File: src/rtl/tytra_pkg.sv
// tytra_pkg: shared widths and sizing helpers for TyTra pipeline nodes
package tytra_pkg;
  localparam int DATAW_DEF = 32;
  localparam int DEPTH_DEF = 8;
  function automatic int clog2(input int n);
    int r;
    r = 0;
    while ((1 << r) < n) r++;
    return r;
  endfunction
  localparam int PTRW_DEF = clog2(DEPTH_DEF);
endpackage

File: src/rtl/tytra_sync_fifo.sv
// tytra_sync_fifo: single-clock FIFO exposing next-cycle occupancy for early stall
module tytra_sync_fifo import tytra_pkg::*; #(
  parameter int DATAW = DATAW_DEF,
  parameter int DEPTH = DEPTH_DEF,
  localparam int PTRW = clog2(DEPTH)
) (
  input  logic             clk,
  input  logic             rst,
  input  logic             wr,
  input  logic             rd,
  input  logic [DATAW-1:0] wdata,
  output logic [DATAW-1:0] rdata,
  output logic [PTRW:0]    count_next,
  output logic             full,
  output logic             empty
);
  logic [DATAW-1:0] mem [DEPTH];
  logic [PTRW-1:0]  wr_ptr, rd_ptr;
  logic [PTRW:0]    count;
  logic             we, re;
  assign full       = count == (PTRW+1)'(DEPTH);
  assign empty      = count == '0;
  assign we         = wr & ~full;
  assign re         = rd & ~empty;
  assign count_next = count + (PTRW+1)'(we) - (PTRW+1)'(re);
  assign rdata      = empty ? '0 : mem[rd_ptr];
  // storage has no reset; pointers and count alone define what is live
  always_ff @(posedge clk)
    if (we) mem[wr_ptr] <= wdata;
  // pointers wrap naturally at DEPTH because DEPTH is a power of two
  always_ff @(posedge clk)
    if (rst) begin
      wr_ptr <= '0;
      rd_ptr <= '0;
      count  <= '0;
    end else begin
      if (we) wr_ptr <= wr_ptr + PTRW'(1);
      if (re) rd_ptr <= rd_ptr + PTRW'(1);
      count <= count_next;
    end
endmodule

File: src/rtl/kernel_stream_sink.sv
// kernel_stream_sink: buffers the pipeline result stream, drives stall, counts drained words
module kernel_stream_sink import tytra_pkg::*; #(
  parameter int DATAW = DATAW_DEF,
  parameter int DEPTH = DEPTH_DEF,
  parameter int SLACK = 2,
  parameter int CNTW  = 32,
  localparam int PTRW = clog2(DEPTH)
) (
  input  logic             clk,
  input  logic             rst,
  input  logic [DATAW-1:0] in1,
  input  logic             in1_valid,
  output logic             stall,
  output logic [DATAW-1:0] out_data,
  output logic             out_valid,
  input  logic             out_ready,
  input  logic [CNTW-1:0]  n_words,
  output logic             done,
  output logic             ovf_err
);
  localparam logic [PTRW:0] THR = (PTRW+1)'(DEPTH - SLACK);
  logic            wr, rd, full, empty;
  logic [PTRW:0]   count_next;
  logic [CNTW-1:0] drained, drained_next;
  assign wr           = in1_valid & ~stall;
  assign rd           = out_valid & out_ready;
  assign out_valid    = ~empty;
  assign drained_next = (rd && drained < n_words) ? drained + CNTW'(1) : drained;
  tytra_sync_fifo #(.DATAW(DATAW), .DEPTH(DEPTH)) u_fifo (
    .clk(clk), .rst(rst), .wr(wr), .rd(rd), .wdata(in1), .rdata(out_data),
    .count_next(count_next), .full(full), .empty(empty)
  );
  // stall looks at next occupancy so the leaves see it before the slack is used up
  always_ff @(posedge clk)
    if (rst) begin
      stall   <= 1'b0;
      drained <= '0;
      done    <= 1'b0;
      ovf_err <= 1'b0;
    end else begin
      stall   <= count_next >= THR;
      drained <= drained_next;
      done    <= done | (drained_next >= n_words);
      ovf_err <= ovf_err | (wr & full);
    end
endmodule

File: config.mk
export PLATFORM = sky130hd
export DESIGN_NAME = kernel_stream_sink
export DESIGN_NICKNAME = d
export VERILOG_FILES = /design/src/rtl/tytra_pkg.sv /design/src/rtl/tytra_sync_fifo.sv /design/src/rtl/kernel_stream_sink.sv
export SDC_FILE = /design/constraint.sdc
export NUM_CORES = 1
export LEC_CHECK = 0
export BUFFER_PORTS_ARGS = -buffer_cell sky130_fd_sc_hd__clkbuf_2
export CORE_UTILIZATION = 50
export DETAILED_ROUTE_END_ITERATION = 8
export GPL_TIMING_DRIVEN = 0
export PLACE_DENSITY = 0.69
export SLEW_MARGIN = 20
export SYNTH_ARGS = -nofsm -noshare
export SYNTH_HDL_FRONTEND = slang
export SYNTH_SLANG_ARGS = --single-unit
File: constraint.sdc
create_clock -name clk -period 6.6 [get_ports clk]
set_clock_uncertainty 0.15 [all_clocks]
set_input_delay 0.99 -clock clk [delete_from_list [all_inputs] [get_ports clk]]
set_output_delay 0.99 -clock clk [all_outputs]
set_load 0.02 [all_outputs]
Word level (Yosys, flattened, before mapping) --
Memory sizes are Yosys's and may differ from the RTL's. A register that Yosys moved wholly into a read port is not among the register bits. Cells that the tools add are included.
Cells by class: $add $sub $neg 5, magnitude comparators 3, equal/unequal tests 1, multiplexer cells 6, bitwise gates (word level) 10, reductions and logical operators 2
Operators by type and width (number):
- 32-bit two-way mux | 2
- 32-bit by 1-bit adder with 32-bit output, second input constant | 1
- 32-bit >= comparator | 1
- 32-bit < comparator | 1
- 3-bit by 1-bit adder with 3-bit output, second input constant | 2
- 3-bit two-way mux | 2
- 1-bit AND | 5
- 4-bit by 1-bit adder with 4-bit output | 1
- 4-bit equality test, second input constant | 1
- 4-bit by 3-bit >= comparator with 1-bit output, second input constant | 1
- 4-bit logical NOT | 1
- 4-bit by 1-bit subtractor with 4-bit output | 1
- 1-bit NOT | 3
- 1-bit two-way mux | 2
- 1-bit OR | 2
- 1-bit logical AND | 1
Word-level totals: bits in registers 45, bits in writable memories 256, input bits 68, output and inout bits 36, logic and storage cells 35, memories kept 1
Memories:
- u_fifo.mem | words 8, width 32, rd ports 1, clocked after memory_dff 1, wr ports 1, RTL line tytra_sync_fifo.sv:17 | logic [DATAW-1:0] mem [DEPTH];

Logic depth before layout (Yosys ltp) --
Gate-level depths: netlist (run 1).
depth after elaboration 7, mapped depth 17, depth with buffers taken out 17

Hierarchy --
Synthesis (run 1) repeated with hierarchy kept, for this count alone.
Unflattened totals: cells, all modules 907, area total of the unflattened synthesis 13853.3 sq um
By module, submodules not included:
- tytra_sync_fifo | times used 1, cells an instance 458, area each 10293.6 sq um, sequential area each 7947.6 sq um
- kernel_stream_sink | times used 1, cells an instance 449, area each 3559.7 sq um, sequential area each 700.7 sq um

Worst setup path before layout (run 1) --
OpenSTA, ideal clock, no wires.
kind input port to flip-flop, start point in in1_valid, end point mem u_fifo.mem[4][0] (netlist name) (enable), library setup time 0.468 ns, arrival time 4.099 ns, required time 5.982 ns, path slack 1.883 ns, stages 4, buffers on the path 0, path through nor2b_1 a21boi_1 nand2b_1 nor3b_1
On the way: cells in the longest elaborated chain, start to end 4
RTL lines:
- start, declared | RTL line kernel_stream_sink.sv:12 | input logic in1_valid,
- 1-bit AND | RTL line kernel_stream_sink.sv:25 | assign wr = in1_valid & ~stall;
- 1-bit AND | RTL line tytra_sync_fifo.sv:23 | assign we = wr & ~full;
- net u_fifo.we | RTL line tytra_sync_fifo.sv:20 | logic we, re;
- 1-bit two-way mux | RTL line tytra_sync_fifo.sv:29 | if (we) mem[wr_ptr] <= wdata;
- 1-bit two-way mux (implied by the code) | RTL line tytra_sync_fifo.sv:29
- end, declared | RTL line tytra_sync_fifo.sv:17
The timed path passes the listed nets, and every way through them passes these cells.

Worst setup path in the final report (run 1) --
start point in n_words[23], end point reg done
On the way: cells in the longest elaborated chain, start to end 5
RTL lines:
- start, declared | RTL line kernel_stream_sink.sv:17 | input logic [CNTW-1:0] n_words,
- 32-bit < comparator | RTL line kernel_stream_sink.sv:28 | assign drained_next = (rd && drained < n_words) ? drained + CNTW'(1) : drained;
- 1-bit logical AND | RTL line kernel_stream_sink.sv:28
- 32-bit two-way mux | RTL line kernel_stream_sink.sv:28
- net drained_next[26] | RTL line kernel_stream_sink.sv:24 | logic [CNTW-1:0] drained, drained_next;
- 32-bit >= comparator | RTL line kernel_stream_sink.sv:43 | done <= done | (drained_next >= n_words);
- 1-bit OR | RTL line kernel_stream_sink.sv:43
- end signal, assigned | RTL line kernel_stream_sink.sv:43
- end, declared | RTL line kernel_stream_sink.sv:18 | output logic done,
The timed path passes the listed nets, and every way through them passes these cells. A chain may end at the register's enable or synchronous reset.

==> Flow_metrics.wiki, run 1 <==
{| class="wikitable"
! Metric !! Value
|-
| Worst setup slack for register-to-register paths || 2.07 ns
|-
| Commonest cells after routing, fill and taps aside || sky130_fd_sc_hd__edfxtp_1 (256), sky130_fd_sc_hd__clkbuf_2 (102), sky130_fd_sc_hd__ha_1 (72), sky130_fd_sc_hd__nor2_1 (69), sky130_fd_sc_hd__mux4_2 (64)
|-
| Critical path, cell by cell || clkbuf_2 -> inv_1 -> ha_1 -> a21oi_1 -> o21ai_0 -> a2111oi_2 -> o221ai_2 -> nor4b_2 -> buf_4 -> and2_1 -> xor2_1 -> ha_1 -> a21o_1 -> a21oi_1 -> nor2_1 -> a2111oi_0 -> a2bb2oi_1 -> o21ai_0
|-
| Final setup slack of the worst path || 1.93 ns
|-
| Global route total overflow || 0
|-
| Clock transition at the registers of the reported paths || 0.07 ns
|-
| Total of max-cap violations || 0
|-
| Final routed wire length divided by cell count || 20.5 um
|-
| Start point of the worst hold path || u_fifo.rd_ptr[1]$_SDFFE_PP0P_
|-
| Drt total wl || 29.0 mm
|-
| CP endpoint kind || register
|-
| Top achievable clock speed || 214 MHz
|-
| Reported leakage power || 6.04 nW
|-
| Number of input and output port buffers inserted || 102
|-
| Count of warnings emitted by yosys || 0
|-
| Worst slack at placement || 1.43 ns
|-
| Width of the die || 168 um
|-
| Final #Nets || 1188
|-
| Hold path cells || 2
|-
| Sinks on Clock Net || 304
|-
| Number of cells in the finished layout apart from fillers || 1411
|-
| Maximum resistive drop on vdd || 275 uV
|-
| Final hold slack || 0.344 ns
|-
| Layout area overhead || 17.2%
|-
| Run status || completed
|-
| WP data arrival || 4.94 ns
|-
| DRC Markers || 0
|-
| Post-layout minimum cycle time || 4.67 ns
|-
| Fraction of registers with async set/reset || 0
|-
| GRT Util Overall || 0.212
|-
| Share of the clock period used by the worst path || 0.707
|-
| Floorplan core area || 27000 um2
|-
| Ratio of cells with drive above 1 in the final layout || 0.262
|-
| Final number of max-transition violations || 0
|-
| Type of the setup path with the least slack || in2reg
|-
| Average cell area after synthesis || 15.5 um2
|-
| CP max stage cell || sky130_fd_sc_hd__nor4b_2
|-
| Via count || 7989
|-
| H-tree Lvls || 1
|-
| TritonCTS clock tree || yes
|-
| Proportion of synthesized chip area in sequential cells || 0.631
|-
| Cell taking the most area after synthesis || sky130_fd_sc_hd__edfxtp_1
|-
| Commonest non-fill, non-tap cell in the layout || sky130_fd_sc_hd__edfxtp_1
|-
| Count of cells along the worst register-to-register path || 16
|-
| Power density relative to cell area || 336 nW/um2
|-
| Antenna diode count || 0
|-
| Antenna-violating nets left || 0
|-
| Post-synth top area share || 0.561
|-
| Syn Std Cell Area || 13700 um2
|-
| Seq cells post-synth || 304
|-
| Number of synthesized flops with an enable pin || 256
|-
| Insertion delay of the later-clocked pin in the worst-skew pair || 0.58 ns
|-
| Number of buffers created by CTS || 30
|-
| Syn Nets || 1023
|-
| Wire length of the first global-routing pass || 45.3 mm
|-
| Pin count of the biggest net entering global routing || 21
|-
| Final hold vios || 0
|-
| Worst-case clock buffer depth || 3
|-
| Clk Tree Root Cell || sky130_fd_sc_hd__clkbuf_16
|-
| Avg Vias per Cell || 5.66
|-
| Die boundary height || 168 um
|-
| Crit path launch type || primary input
|-
| Number of placement rows || 60
|-
| Number of DRC violations after detailed-routing iteration 0 || 556
|-
| Via count of the first global-routing pass || 8254
|-
| Detail Placement HPWL || 20.2 mm
|-
| Number of placed instances, taps included || 1356
|-
| Tightest Hold Check Type || reg2reg
|-
| Hold bufs inserted after CTS || 0
|-
| Highest cell delay on the worst timing path || 0.52 ns
|-
| Data required time of the worst path || 6.87 ns
|-
| Routability-driven placement congestion ratio || 0.826
|-
| Number of buffers inserted to repair setup after CTS || 0
|-
| Maximum net fanout on the critical path || 10
|-
| Number of unique standard cell types used by synthesis || 54
|-
| Boundary Pins || 104
|-
| Number of antenna violations at the first check in global routing || 1
|-
| R2r endpoint || done$_SDFF_PP0_
|-
| Starting Density || 0.508
|-
| Post-CTS resize count || 0
|-
| Predominant post-synthesis flop cell || sky130_fd_sc_hd__edfxtp_1
|-
| Worst-Margin Slew || 1.02 ns
|-
| Top cells by area in the synthesized netlist || sky130_fd_sc_hd__edfxtp_1 (56%), sky130_fd_sc_hd__mux4_2 (11%), sky130_fd_sc_hd__dfxtp_1 (7.0%)
|-
| Area of the die || 28100 um2
|-
| Count of endpoints failing setup in the final report || 0
|-
| Slew headroom || 0.319
|-
| Drt pass-1 iters || 5
|-
| FF-to-FF Start || drained[23]$_SDFF_PP0_
|-
| RSZ-0062 raised after global routing || no
|-
| Syn Inst Count || 882
|}
## worst max-delay path: cells and delay by family
| family | cells | cell delay, ns |
|---|---|---|
| adder cells (fa/ha/maj) | 2 | 0.58 |
| buffers and inverters | 3 | 0.42 |
| XOR/XNOR | 1 | 0.19 |
| AND/OR/NAND/NOR | 3 | 0.75 |
| AO/OA/AOI/OAI | 9 | 2.02 |
## power by group
part,internal [mW],switching [mW]
Clock,1.07,0.713
Combinational,0.560,0.806
Sequential,2.20,0.0410
## stage by stage
stage | setup TNS [ns] | utilization | total power, mW | cell area (um2)
global placement | -143.98 | 0.543 | 3.61 | 14600
global route | 0 | 0.596 | 5.62 | 16100
finish | 0 | 0.596 | 5.39 | 16100
detailed placement | 0 | 0.557 | 3.66 | 15000
floorplan | 0 | - | 3.20 | 13700
CTS | 0 | 0.596 | 5.44 | 16100
## cell families (layout without fill, tap and decap cells)
group | after synthesis | after routing | synth area share
DFF | 304 | 304 | 0.631
and+or+nand+nor | 214 | 214 | 0.0834
muxes | 109 | 109 | 0.139
buffers and inverters | 78 | 266 | 0.0226
adders and majority gates | 73 | 73 | 0.0672
AOI/OAI and AO/OA | 71 | 71 | 0.0353
xor gates and xnor gates | 33 | 33 | 0.0211
## synthesized netlist by cell type (2+ instances only)
cell,n
sky130_fd_sc_hd__nand3_1,21
sky130_fd_sc_hd__nand2_1,22
sky130_fd_sc_hd__ha_1,72
sky130_fd_sc_hd__a21oi_1,21
sky130_fd_sc_hd__buf_4,2
sky130_fd_sc_hd__nor3b_1,5
sky130_fd_sc_hd__a21o_1,18
sky130_fd_sc_hd__nor2b_1,25
sky130_fd_sc_hd__nor4_1,4
sky130_fd_sc_hd__nand4_1,17
sky130_fd_sc_hd__nor3_1,12
sky130_fd_sc_hd__mux4_2,64
sky130_fd_sc_hd__o21ai_0,12
sky130_fd_sc_hd__and2_1,6
sky130_fd_sc_hd__and3_1,9
sky130_fd_sc_hd__o21a_1,2
sky130_fd_sc_hd__a211oi_1,4
sky130_fd_sc_hd__buf_1,10
sky130_fd_sc_hd__nand2b_1,9
sky130_fd_sc_hd__dfxtp_1,48
sky130_fd_sc_hd__a2bb2oi_1,2
sky130_fd_sc_hd__nor2_1,71
sky130_fd_sc_hd__clkbuf_1,19
sky130_fd_sc_hd__mux2i_1,33
sky130_fd_sc_hd__nor4b_2,5
sky130_fd_sc_hd__xnor2_1,12
sky130_fd_sc_hd__inv_1,45
sky130_fd_sc_hd__edfxtp_1,256
sky130_fd_sc_hd__mux2_2,11
sky130_fd_sc_hd__xor2_1,21
## metal layers
layer,vias up,track usage,share of wire
met5,-,0,0.00045
met4,2,0.0682,0.028
met3,58,0.0357,0.051
met2,210,0.356,0.48
met1,3990,0.283,0.44
li1,3729,-,-
## worst max-delay path by stage
stage | startpoint | cells past startpoint | slack, ns | end
after floorplan | in1_valid | 4 | 1.88 | u_fifo.mem[4][0]$_DFFE_PP_
after global placement | in1_valid | 5 | -0.93 | u_fifo.mem[5][19]$_DFFE_PP_
after detailed placement | n_words[23] | 18 | 1.43 | done$_SDFF_PP0_
after CTS | n_words[23] | 18 | 1.99 | done$_SDFF_PP0_
after global routing | n_words[23] | 18 | 1.83 | done$_SDFF_PP0_
final | n_words[23] | 18 | 1.93 | done$_SDFF_PP0_
## registers in the layout (all words and copies together), names as in the netlist, named ones only
register       cells
done               1
drained           32
ovf_err            1
stall              1
u_fifo.count       4
u_fifo.mem       256
u_fifo.rd_ptr      3
u_fifo.wr_ptr      3
## cell type report
| type | count | area, um2 |
|---|---|---|
| inverters | 45 | 169 |
| clock inverters | 19 | 272 |
| repair buffers | 133 | 841 |
| clock buffers | 36 | 773 |
| plain buffers | 33 | 140 |
| flip-flops and latches | 304 | 8650 |
| multi-input cells | 500 | 4800 |
| well taps | 341 | 427 |
| fillers | 2057 | 10900 |
Power figures use the tool's default switching activity.
==> run 2, diff against run 1 <==
- ABC_AREA: not set -> 1
- PLACE_DENSITY: 0.69 -> 0.72
- clock period: 6.6 -> 4.2 ns (I/O delays scaled with it)
==> run 2 against run 1 <==
Compared with the run above: via count rose by 35%; clock-buffer cell count fell by 3; synthesized cell count rose by 64%; wire length rose by 22%; combinational power rose to 2.8 times the previous value; clock power rose by 66%; critical path depth rose by 3; sequential power rose by 70%; global-route usage rose by 3.0 points; critical endpoint unchanged.
==> Flow_metrics.wiki, run 2 <==
{| class="wikitable"
! Metric !! Value
|-
| Pin count of the biggest net entering global routing || 24 (+14%)
|-
| Power density relative to cell area || 628 nW/um2 (+87%)
|-
| Cell with the most instances after synthesis || sky130_fd_sc_hd__nor2_1
|-
| Utilization after layout || 0.590 (-0.00602)
|-
| Count of endpoints failing setup in the final report || 0 (unchanged)
|-
| Drt pass-1 iters || 5 (unchanged)
|-
| Fraction of power spent switching nets || 0.373 (+0.0838)
|-
| Start point of the worst hold path || in1[27]
|-
| Final setup slack of the worst path || 0.361 ns (-1.57 ns)
|-
| Final #Nets || 1729 (+46%)
|-
| Top cells by area in the synthesized netlist || sky130_fd_sc_hd__edfxtp_1 (53%), sky130_fd_sc_hd__nor2_1 (6.9%), sky130_fd_sc_hd__dfxtp_1 (6.6%)
|-
| Predominant post-synthesis flop cell || sky130_fd_sc_hd__edfxtp_1
|-
| Cell taking the most area after synthesis || sky130_fd_sc_hd__edfxtp_1
|-
| Top achievable clock speed || 260 MHz
|-
| Hold path cells || 1 (-1)
|-
| Crit path launch type || register
|-
| Post-synth top area share || 0.529 (-0.0320)
|-
| Syn Inst Count || 1444 (+64%)
|-
| Design Power || 10.6 mW (+97%)
|-
| Drt total wl || 35.2 mm (+22%)
|-
| Clk Tree Root Cell || sky130_fd_sc_hd__clkbuf_16
|-
| Final number of max-transition violations || 0 (unchanged)
|-
| Number of cells in the finished layout apart from fillers || 1998 (+42%)
|-
| Commonest non-fill, non-tap cell in the layout || sky130_fd_sc_hd__nor2_1
|-
| Area of the die || 29800 um2 (+6.0%)
|-
| Number of buffers inserted to repair setup after CTS || 0 (unchanged)
|-
| WP data arrival || 4.20 ns (-0.74 ns)
|-
| Worst setup slack for register-to-register paths || 0.36 ns (-1.71 ns)
|-
| Number of placement rows || 62 (+3.3%)
|-
| Worst-case clock buffer depth || 3 (unchanged)
|-
| TritonCTS clock tree || yes
|-
| GRT Util Overall || 0.242 (+0.0296)
|-
| Seq cells post-synth || 304 (unchanged)
|-
| Run status || completed
|-
| R2r endpoint || done$_SDFF_PP0_
|-
| Power spent charging and discharging nets || 3.96 mW (+150%)
|-
| Number of DRC violations after detailed-routing iteration 0 || 893 (+61%)
|-
| Syn Std Cell Area || 14500 um2 (+6.0%)
|-
| Number of synthesized flops with an enable pin || 256 (unchanged)
|-
| Final hold vios || 0 (unchanged)
|-
| Layout filler cell count || 2363 (+15%)
|-
| Slew headroom || 0.522 (+0.203)
|-
| Hold bufs inserted after CTS || 0 (unchanged)
|-
| Top flop regs || u_fifo.mem (256), drained (32), u_fifo.count (4)
|-
| Global route total overflow || 0 (unchanged)
|-
| Internal portion of total power || 6.65 mW (+73%)
|-
| Combinational Power Share || 0.362 (+0.109)
|-
| Data required time of the worst path || 4.56 ns (-2.31 ns)
|-
| Fraction of registers with async set/reset || 0 (unchanged)
|-
| Worst slack at placement || -0.119 ns (-1.55 ns)
|-
| Count of warnings emitted by yosys || 0 (unchanged)
|-
| Worst-Margin Slew || 0.717 ns (-0.305 ns)
|-
| Post-CTS resize count || 0 (unchanged)
|-
| Wire length of the first global-routing pass || 55.1 mm (+22%)
|-
| FF-to-FF Start || drained[31]$_SDFF_PP0_
|-
| Type of the setup path with the least slack || reg2reg
|-
| Most numerous cell types in the synthesized netlist || sky130_fd_sc_hd__nor2_1 (266), sky130_fd_sc_hd__edfxtp_1 (256), sky130_fd_sc_hd__o21ai_0 (167)
|-
| Number of buffers created by CTS || 31 (+3.3%)
|-
| Proportion of power drawn by flip-flops and latches || 0.358 (-0.058)
|-
| Clk network pwr share || 0.279 (-0.052)
|-
| Sinks on Clock Net || 304 (unchanged)
|-
| DRC Markers || 0 (unchanged)
|-
| Total of max-cap violations || 0 (unchanged)
|-
| Die boundary height || 172 um (+2.9%)
|-
| CP endpoint kind || register
|-
| Reported leakage power || 6.73 nW (+11%)
|-
| Routability-driven placement congestion ratio || 0.914 (+11%)
|-
| Flip-flop count of the largest register, all copies and words added || 256 (unchanged)
|-
| Number of unique standard cell types used by synthesis || 39 (-28%)
|-
| Ratio of cells with drive above 1 in the final layout || 0.156 (-0.106)
|-
| Average cell area after synthesis || 10.1 um2 (-35%)
|-
| Floorplan core area || 28600 um2 (+6.2%)
|-
| H-tree Lvls || 1 (unchanged)
|-
| Share of the clock period used by the worst path || 0.914
|-
| Antenna-violating nets left || 0 (unchanged)
|-
| Final design instance area without fill || 16900 um2 (+5.1%)
|-
| End point of the most critical hold path || u_fifo.mem[6][27]$_DFFE_PP_
|-
| Final routed wire length divided by cell count || 17.6 um (-14%)
|-
| Maximum net fanout on the critical path || 10 (unchanged)
|-
| Syn Nets || 1585 (+55%)
|-
| Post-layout minimum cycle time || 3.84 ns
|-
| Proportion of synthesized chip area in sequential cells || 0.595 (-0.0360)
|-
| Commonest cells after routing, fill and taps aside || sky130_fd_sc_hd__nor2_1 (258), sky130_fd_sc_hd__edfxtp_1 (256), sky130_fd_sc_hd__o21ai_0 (167), sky130_fd_sc_hd__nand2_1 (157), sky130_fd_sc_hd__inv_1 (134)
|-
| Tightest Hold Check Type || in2reg
|-
| Count of cells along the worst register-to-register path || 21 (+5)
|-
| Via count of the first global-routing pass || 10600 (+28%)
|-
| Number of placed instances, taps included || 1939 (+43%)
|-
| Via count || 10800 (+35%)
|-
| Maximum resistive drop on vdd || 398 uV (+45%)
|-
| Number of antenna violations at the first check in global routing || 1 (unchanged)
|-
| Starting Density || 0.508 (-0.000803)
|-
| RSZ-0062 raised after global routing || no
|-
| Top register by number of flip-flops || u_fifo.mem
|-
| Layout area overhead || 16.2%
|-
| Width of the die || 172 um (+2.9%)
|-
| Insertion delay of the later-clocked pin in the worst-skew pair || 0.57 ns (about the same)
|-
| Clock transition at the registers of the reported paths || 0.07 ns (about the same)
|-
| Boundary Pins || 104 (unchanged)
|-
| Total cell area at the placement stage || 15800 um2 (+5.1%)
|-
| Detail Placement HPWL || 24.2 mm (+20%)
|-
| Avg Vias per Cell || 5.41 (-4.5%)
|-
| Number of input and output port buffers inserted || 103 (+0.98%)
|}
run 2: cell count changes after synthesis, moves of 19 or more:
cell	delta
sky130_fd_sc_hd__mux2i_1	-33
sky130_fd_sc_hd__nand2_2	+25
sky130_fd_sc_hd__clkbuf_1	+19
sky130_fd_sc_hd__mux4_2	-64
sky130_fd_sc_hd__a31oi_1	+32
sky130_fd_sc_hd__o21ai_0	+155
sky130_fd_sc_hd__nand3_1	+27
sky130_fd_sc_hd__nand2_1	+135
sky130_fd_sc_hd__nor2b_1	-25
sky130_fd_sc_hd__nor2_1	+195
sky130_fd_sc_hd__o22ai_1	+31
sky130_fd_sc_hd__inv_1	+89
run 2: layout make-up:
| class | count | area [um2] | area share |
|---|---|---|---|
| inverters | 143 | 538 | 0.0318 |
| repair buffers | 111 | 706 | 0.0418 |
| multi-input cells | 934 | 5110 | 0.303 |
| diodes | 1 | 2.50 | 0.000148 |
| plain buffers | 63 | 294 | 0.0174 |
| flip-flops and latches | 304 | 8650 | 0.512 |
| well taps | 384 | 480 | 0.0284 |
| clock inverters | 25 | 328 | 0.0194 |
| clock buffers | 33 | 783 | 0.0464 |
run 2: metal layers:
layer	track usage	vias to the layer above	routed length (um)
met1	0.305	5082	14400
li1	-	5241	-
met3	0.0373	79	2390
met5	0	-	0
met4	0.0800	0	1100
met2	0.424	398	17400
run 2: kinds of logic (layout without fill, tap and decap cells):
| group | count (synthesis) | count (layout) | synth area share |
|---|---|---|---|
| adder cells (fa/ha/maj) | 73 | 73 | 0.0634 |
| AND/OR/NAND/NOR | 554 | 554 | 0.165 |
| flip-flops | 304 | 304 | 0.595 |
| XOR/XNOR | 25 | 25 | 0.0151 |
| buffers and inverters | 206 | 375 | 0.0573 |
| AO/OA/AOI/OAI | 282 | 282 | 0.104 |
| other | 0 | 1 | 0 |
run 2: how the worst max path moves through the flow:
| stage | start | endpoint | slack (ns) | cells past startpoint |
|---|---|---|---|---|
| 4_1_cts | drained[31]$_SDFF_PP0_ | done$_SDFF_PP0_ | 0.34 | 21 |
| 3_5_place_dp | n_words[31] | done$_SDFF_PP0_ | -0.12 | 23 |
| 3_3_place_gp | n_words[31] | done$_SDFF_PP0_ | -0.11 | 23 |
| 2_1_floorplan | n_words[31] | done$_SDFF_PP0_ | 1.06 | 23 |
| 6_report | drained[31]$_SDFF_PP0_ | done$_SDFF_PP0_ | 0.36 | 21 |
| 5_1_grt | drained[31]$_SDFF_PP0_ | done$_SDFF_PP0_ | 0.03 | 21 |
run 2: critical path, cell delays in order (launching register included):
cell and delay (ns):
sky130_fd_sc_hd__dfxtp_1 0.34, sky130_fd_sc_hd__ha_1 0.31, sky130_fd_sc_hd__nand2_1 0.07, sky130_fd_sc_hd__inv_2 0.05, sky130_fd_sc_hd__nand3_1 0.11, sky130_fd_sc_hd__nor3_1 0.35, sky130_fd_sc_hd__and3_1 0.29, sky130_fd_sc_hd__nand2_4 0.11
sky130_fd_sc_hd__nand2_4 0.11, sky130_fd_sc_hd__buf_6 0.15, sky130_fd_sc_hd__nand2_1 0.06, sky130_fd_sc_hd__nand2_1 0.08, sky130_fd_sc_hd__inv_1 0.05, sky130_fd_sc_hd__ha_1 0.29, sky130_fd_sc_hd__nand2_1 0.10, sky130_fd_sc_hd__nor3_1 0.28
sky130_fd_sc_hd__nand3_1 0.18, sky130_fd_sc_hd__nor2_1 0.34, sky130_fd_sc_hd__nand4_1 0.16, sky130_fd_sc_hd__nand4_1 0.12, sky130_fd_sc_hd__nand2_1 0.05, sky130_fd_sc_hd__inv_1 0.05
run 2: power groups by stage:
stage	clock network [mW]	logic [mW]	registers, mW
after floorplan	0	2.62	3.82
after global placement	0	3.63	3.87
after detailed placement	0	3.83	3.87
after CTS	2.99	3.86	3.80
after global routing	3.12	4.35	3.84
final	2.96	3.84	3.80
run 2: metrics by stage:
| stage | setup TNS (ns) | hold slack, ns |
|---|---|---|
| final | 0 | 0.192 |
| after detailed placement | -0.119 | 0.314 |
| after global routing | 0 | 0.189 |
| after CTS | 0 | 0.180 |
| after floorplan | 0 | 0.283 |
| after global placement | -4.31 | 0.294 |
==> run 3, diff against run 2 <==
==> constraint.sdc (replaced) <==
create_clock -name clk -period 4.2 [get_ports clk]
set_clock_uncertainty 0.15 [all_clocks]
set_input_delay 1.05 -clock clk [delete_from_list [all_inputs] [get_ports clk]]
set_output_delay 1.05 -clock clk [all_outputs]
set_load 0.02 [all_outputs]
==> run 3 against run 2 <==
Compared with the run above: register-to-register slack improved by 0.20 ns; power barely moved; utilization rose by 0.061 points; combinational power barely moved; wire length barely moved; maximum frequency fell by 2.8%; sequential share of layout area fell by 0.053 points; clock power barely moved; largest power group unchanged; global-route usage barely moved; cell area rose by 0.10%; largest cell class unchanged; hold slack improved by 0.13 ns; clock-buffer cell count did not move.
==> Flow_metrics.wiki, run 3 (same netlist as run 2, synthesis figures left out) <==
{| class="wikitable"
! Metric !! Value
|-
| Count of endpoints failing setup in the final report || 0 (unchanged)
|-
| Crit path launch type || register
|-
| Starting Density || 0.508 (unchanged)
|-
| Total cell area at the placement stage || 15800 um2 (unchanged)
|-
| Final design instance area without fill || 16900 um2 (+0.10%)
|-
| Top achievable clock speed || 253 MHz (-2.8%)
|-
| DRC Markers || 0 (unchanged)
|-
| Final setup slack of the worst path || 0.250 ns (-0.111 ns)
|-
| Flip-flop count of the largest register, all copies and words added || 256 (unchanged)
|-
| Power density relative to cell area || 628 nW/um2 (about the same)
|-
| Worst-Margin Slew || 0.722 ns (+0.00494 ns)
|-
| Ratio of cells with drive above 1 in the final layout || 0.157 (+0.00186)
|-
| FF-to-FF Start || drained[31]$_SDFF_PP0_
|-
| Hold bufs inserted after CTS || 0 (unchanged)
|-
| Number of buffers inserted to repair setup after CTS || 0 (unchanged)
|-
| Reported leakage power || 6.74 nW (+0.13%)
|-
| Area of the die || 29800 um2 (unchanged)
|-
| Number of antenna violations at the first check in global routing || 1 (unchanged)
|-
| Number of buffers created by CTS || 31 (unchanged)
|-
| Maximum resistive drop on vdd || 399 uV (+0.23%)
|-
| Worst slack at placement || -0.539 ns (-0.420 ns)
|-
| Floorplan core area || 28600 um2 (unchanged)
|-
| TritonCTS clock tree || yes
|-
| Antenna-violating nets left || 0 (unchanged)
|-
| Footprint of the flip-flops and latches || 8650 um2 (unchanged)
|-
| Layout area overhead || 16.4%
|-
| Clk Tree Root Cell || sky130_fd_sc_hd__clkbuf_16
|-
| Insertion delay of the later-clocked pin in the worst-skew pair || 0.57 ns (about the same)
|-
| Routability-driven placement congestion ratio || 0.914 (unchanged)
|-
| Clock transition at the registers of the reported paths || 0.06 ns (about the same)
|-
| Data required time of the worst path || 3.00 ns (-1.56 ns)
|-
| Top register by number of flip-flops || u_fifo.mem
|-
| Detail Placement HPWL || 24.2 mm (unchanged)
|-
| Top flop regs || u_fifo.mem (256), drained (32), u_fifo.count (4)
|-
| Avg Vias per Cell || 5.43 (+0.53%)
|-
| Number of DRC violations after detailed-routing iteration 0 || 903 (+1.1%)
|-
| Global route total overflow || 0 (unchanged)
|-
| Width of the die || 172 um (unchanged)
|-
| H-tree Lvls || 1 (unchanged)
|-
| Worst-case clock buffer depth || 3 (unchanged)
|-
| Share of the clock period used by the worst path || 0.941 (+0.0265)
|-
| Wire length of the first global-routing pass || 55.1 mm (about the same)
|-
| Final hold slack || 0.325 ns (+0.133 ns)
|-
| Total negative setup slack || 0 ns (unchanged)
|-
| CP endpoint kind || primary output
|-
| Pin count of the biggest net entering global routing || 24 (unchanged)
|-
| Number of input and output port buffers inserted || 103 (unchanged)
|-
| Final number of max-transition violations || 0 (unchanged)
|-
| Tightest Hold Check Type || reg2reg
|-
| WP data arrival || 2.75 ns (-1.45 ns)
|-
| Final routed wire length divided by cell count || 17.6 um (about the same)
|-
| Commonest cells after routing, fill and taps aside || sky130_fd_sc_hd__nor2_1 (257), sky130_fd_sc_hd__edfxtp_1 (256), sky130_fd_sc_hd__o21ai_0 (167), sky130_fd_sc_hd__nand2_1 (157), sky130_fd_sc_hd__inv_1 (134)
|-
| Drt pass-1 iters || 5 (unchanged)
|-
| Worst setup slack for register-to-register paths || 0.56 ns (+0.20 ns)
|-
| Slew headroom || 0.519 (-0.00330)
|-
| Critical path capture point || out_data[0]
|-
| Layout filler cell count || 2359 (-0.17%)
|-
| Total of max-cap violations || 0 (unchanged)
|-
| Die boundary height || 172 um (unchanged)
|-
| GRT Util Overall || 0.242 (about the same)
|-
| Post-layout minimum cycle time || 3.95 ns (+0.111 ns)
|-
| Final #Nets || 1729 (unchanged)
|-
| Combined area of the multi-input logic cells || 5130 um2 (+0.34%)
|-
| Via count || 10900 (+0.53%)
|-
| Design Power || 10.6 mW (about the same)
|-
| Via count of the first global-routing pass || 10600 (+0.0095%)
|-
| RSZ-0062 raised after global routing || no
|-
| Run status || completed
|-
| Final hold vios || 0 (unchanged)
|-
| Drt total wl || 35.2 mm (about the same)
|-
| Maximum net fanout on the critical path || 10 (unchanged)
|-
| Boundary Pins || 104 (unchanged)
|-
| R2r endpoint || done$_SDFF_PP0_
|-
| Sinks on Clock Net || 304 (unchanged)
|-
| Commonest non-fill, non-tap cell in the layout || sky130_fd_sc_hd__nor2_1
|-
| Type of the setup path with the least slack || reg2out
|-
| Count of cells along the worst register-to-register path || 21 (unchanged)
|-
| Number of placement rows || 62 (unchanged)
|}
-- run 3: worst min path at each step --
stage | start | cells after the start | to
2_1_floorplan | u_fifo.rd_ptr[2]$_SDFFE_PP0P_ | 2 | register
3_3_place_gp | u_fifo.rd_ptr[2]$_SDFFE_PP0P_ | 2 | u_fifo.rd_ptr[2]$_SDFFE_PP0P_
3_5_place_dp | u_fifo.rd_ptr[2]$_SDFFE_PP0P_ | 2 | register
4_1_cts | u_fifo.rd_ptr[2]$_SDFFE_PP0P_ | 2 | register
5_1_grt | u_fifo.rd_ptr[0]$_SDFFE_PP0P_ | 1 | u_fifo.rd_ptr[0]$_SDFFE_PP0P_
6_report | u_fifo.rd_ptr[2]$_SDFFE_PP0P_ | 2 | register
-- run 3: critical path, cell delays in order, from the launching register on --
cell	delay [ns]
sky130_fd_sc_hd__dfxtp_1	0.40
sky130_fd_sc_hd__buf_2	0.26
sky130_fd_sc_hd__clkbuf_1	0.51
sky130_fd_sc_hd__nor2_1	0.11
sky130_fd_sc_hd__nor2_1	0.14
sky130_fd_sc_hd__o21ai_0	0.15
sky130_fd_sc_hd__a31oi_1	0.37
sky130_fd_sc_hd__clkbuf_2	0.24
-- run 3: metrics by stage --
stage	utilization	instances
global placement	0.542	1931
finish	0.591	1998
detailed placement	0.551	1939
floorplan	-	1444
global route	0.591	1998
CTS	0.590	1997
-- run 3: metal layers --
layer  global-route usage  vias to the layer above  wire (um)
met5                    0                        -          0
met4               0.0796                        0       1060
met3               0.0373                       79       2420
met2                0.424                      368      17400
met1                0.304                     5167      14300
li1                     -                     5243          -
-- run 3: cell type report --
type | count | area share
Antenna cell | 1 | 0.000148
Buffer | 63 | 0.0174
Clock buffer | 33 | 0.0463
Clock inverter | 25 | 0.0194
Inverter | 143 | 0.0318
Multi-Input combinational cell | 934 | 0.303
Sequential cell | 304 | 0.511
Tap cell | 384 | 0.0284
Timing Repair Buffer | 111 | 0.0417
-- run 3: what timing repair did --
item | 4_1_cts | 5_1_grt
endpoints found under the setup margin | 0 | 1
gates resized for setup | 0 | 4
hold endpoints to repair | 0 | 0
-- run 3: power breakdown --
group	switching [mW]	internal, mW	total (mW)
Clock	1.17	1.79	2.96
Combinational	2.58	1.27	3.86
Sequential	0.213	3.59	3.80
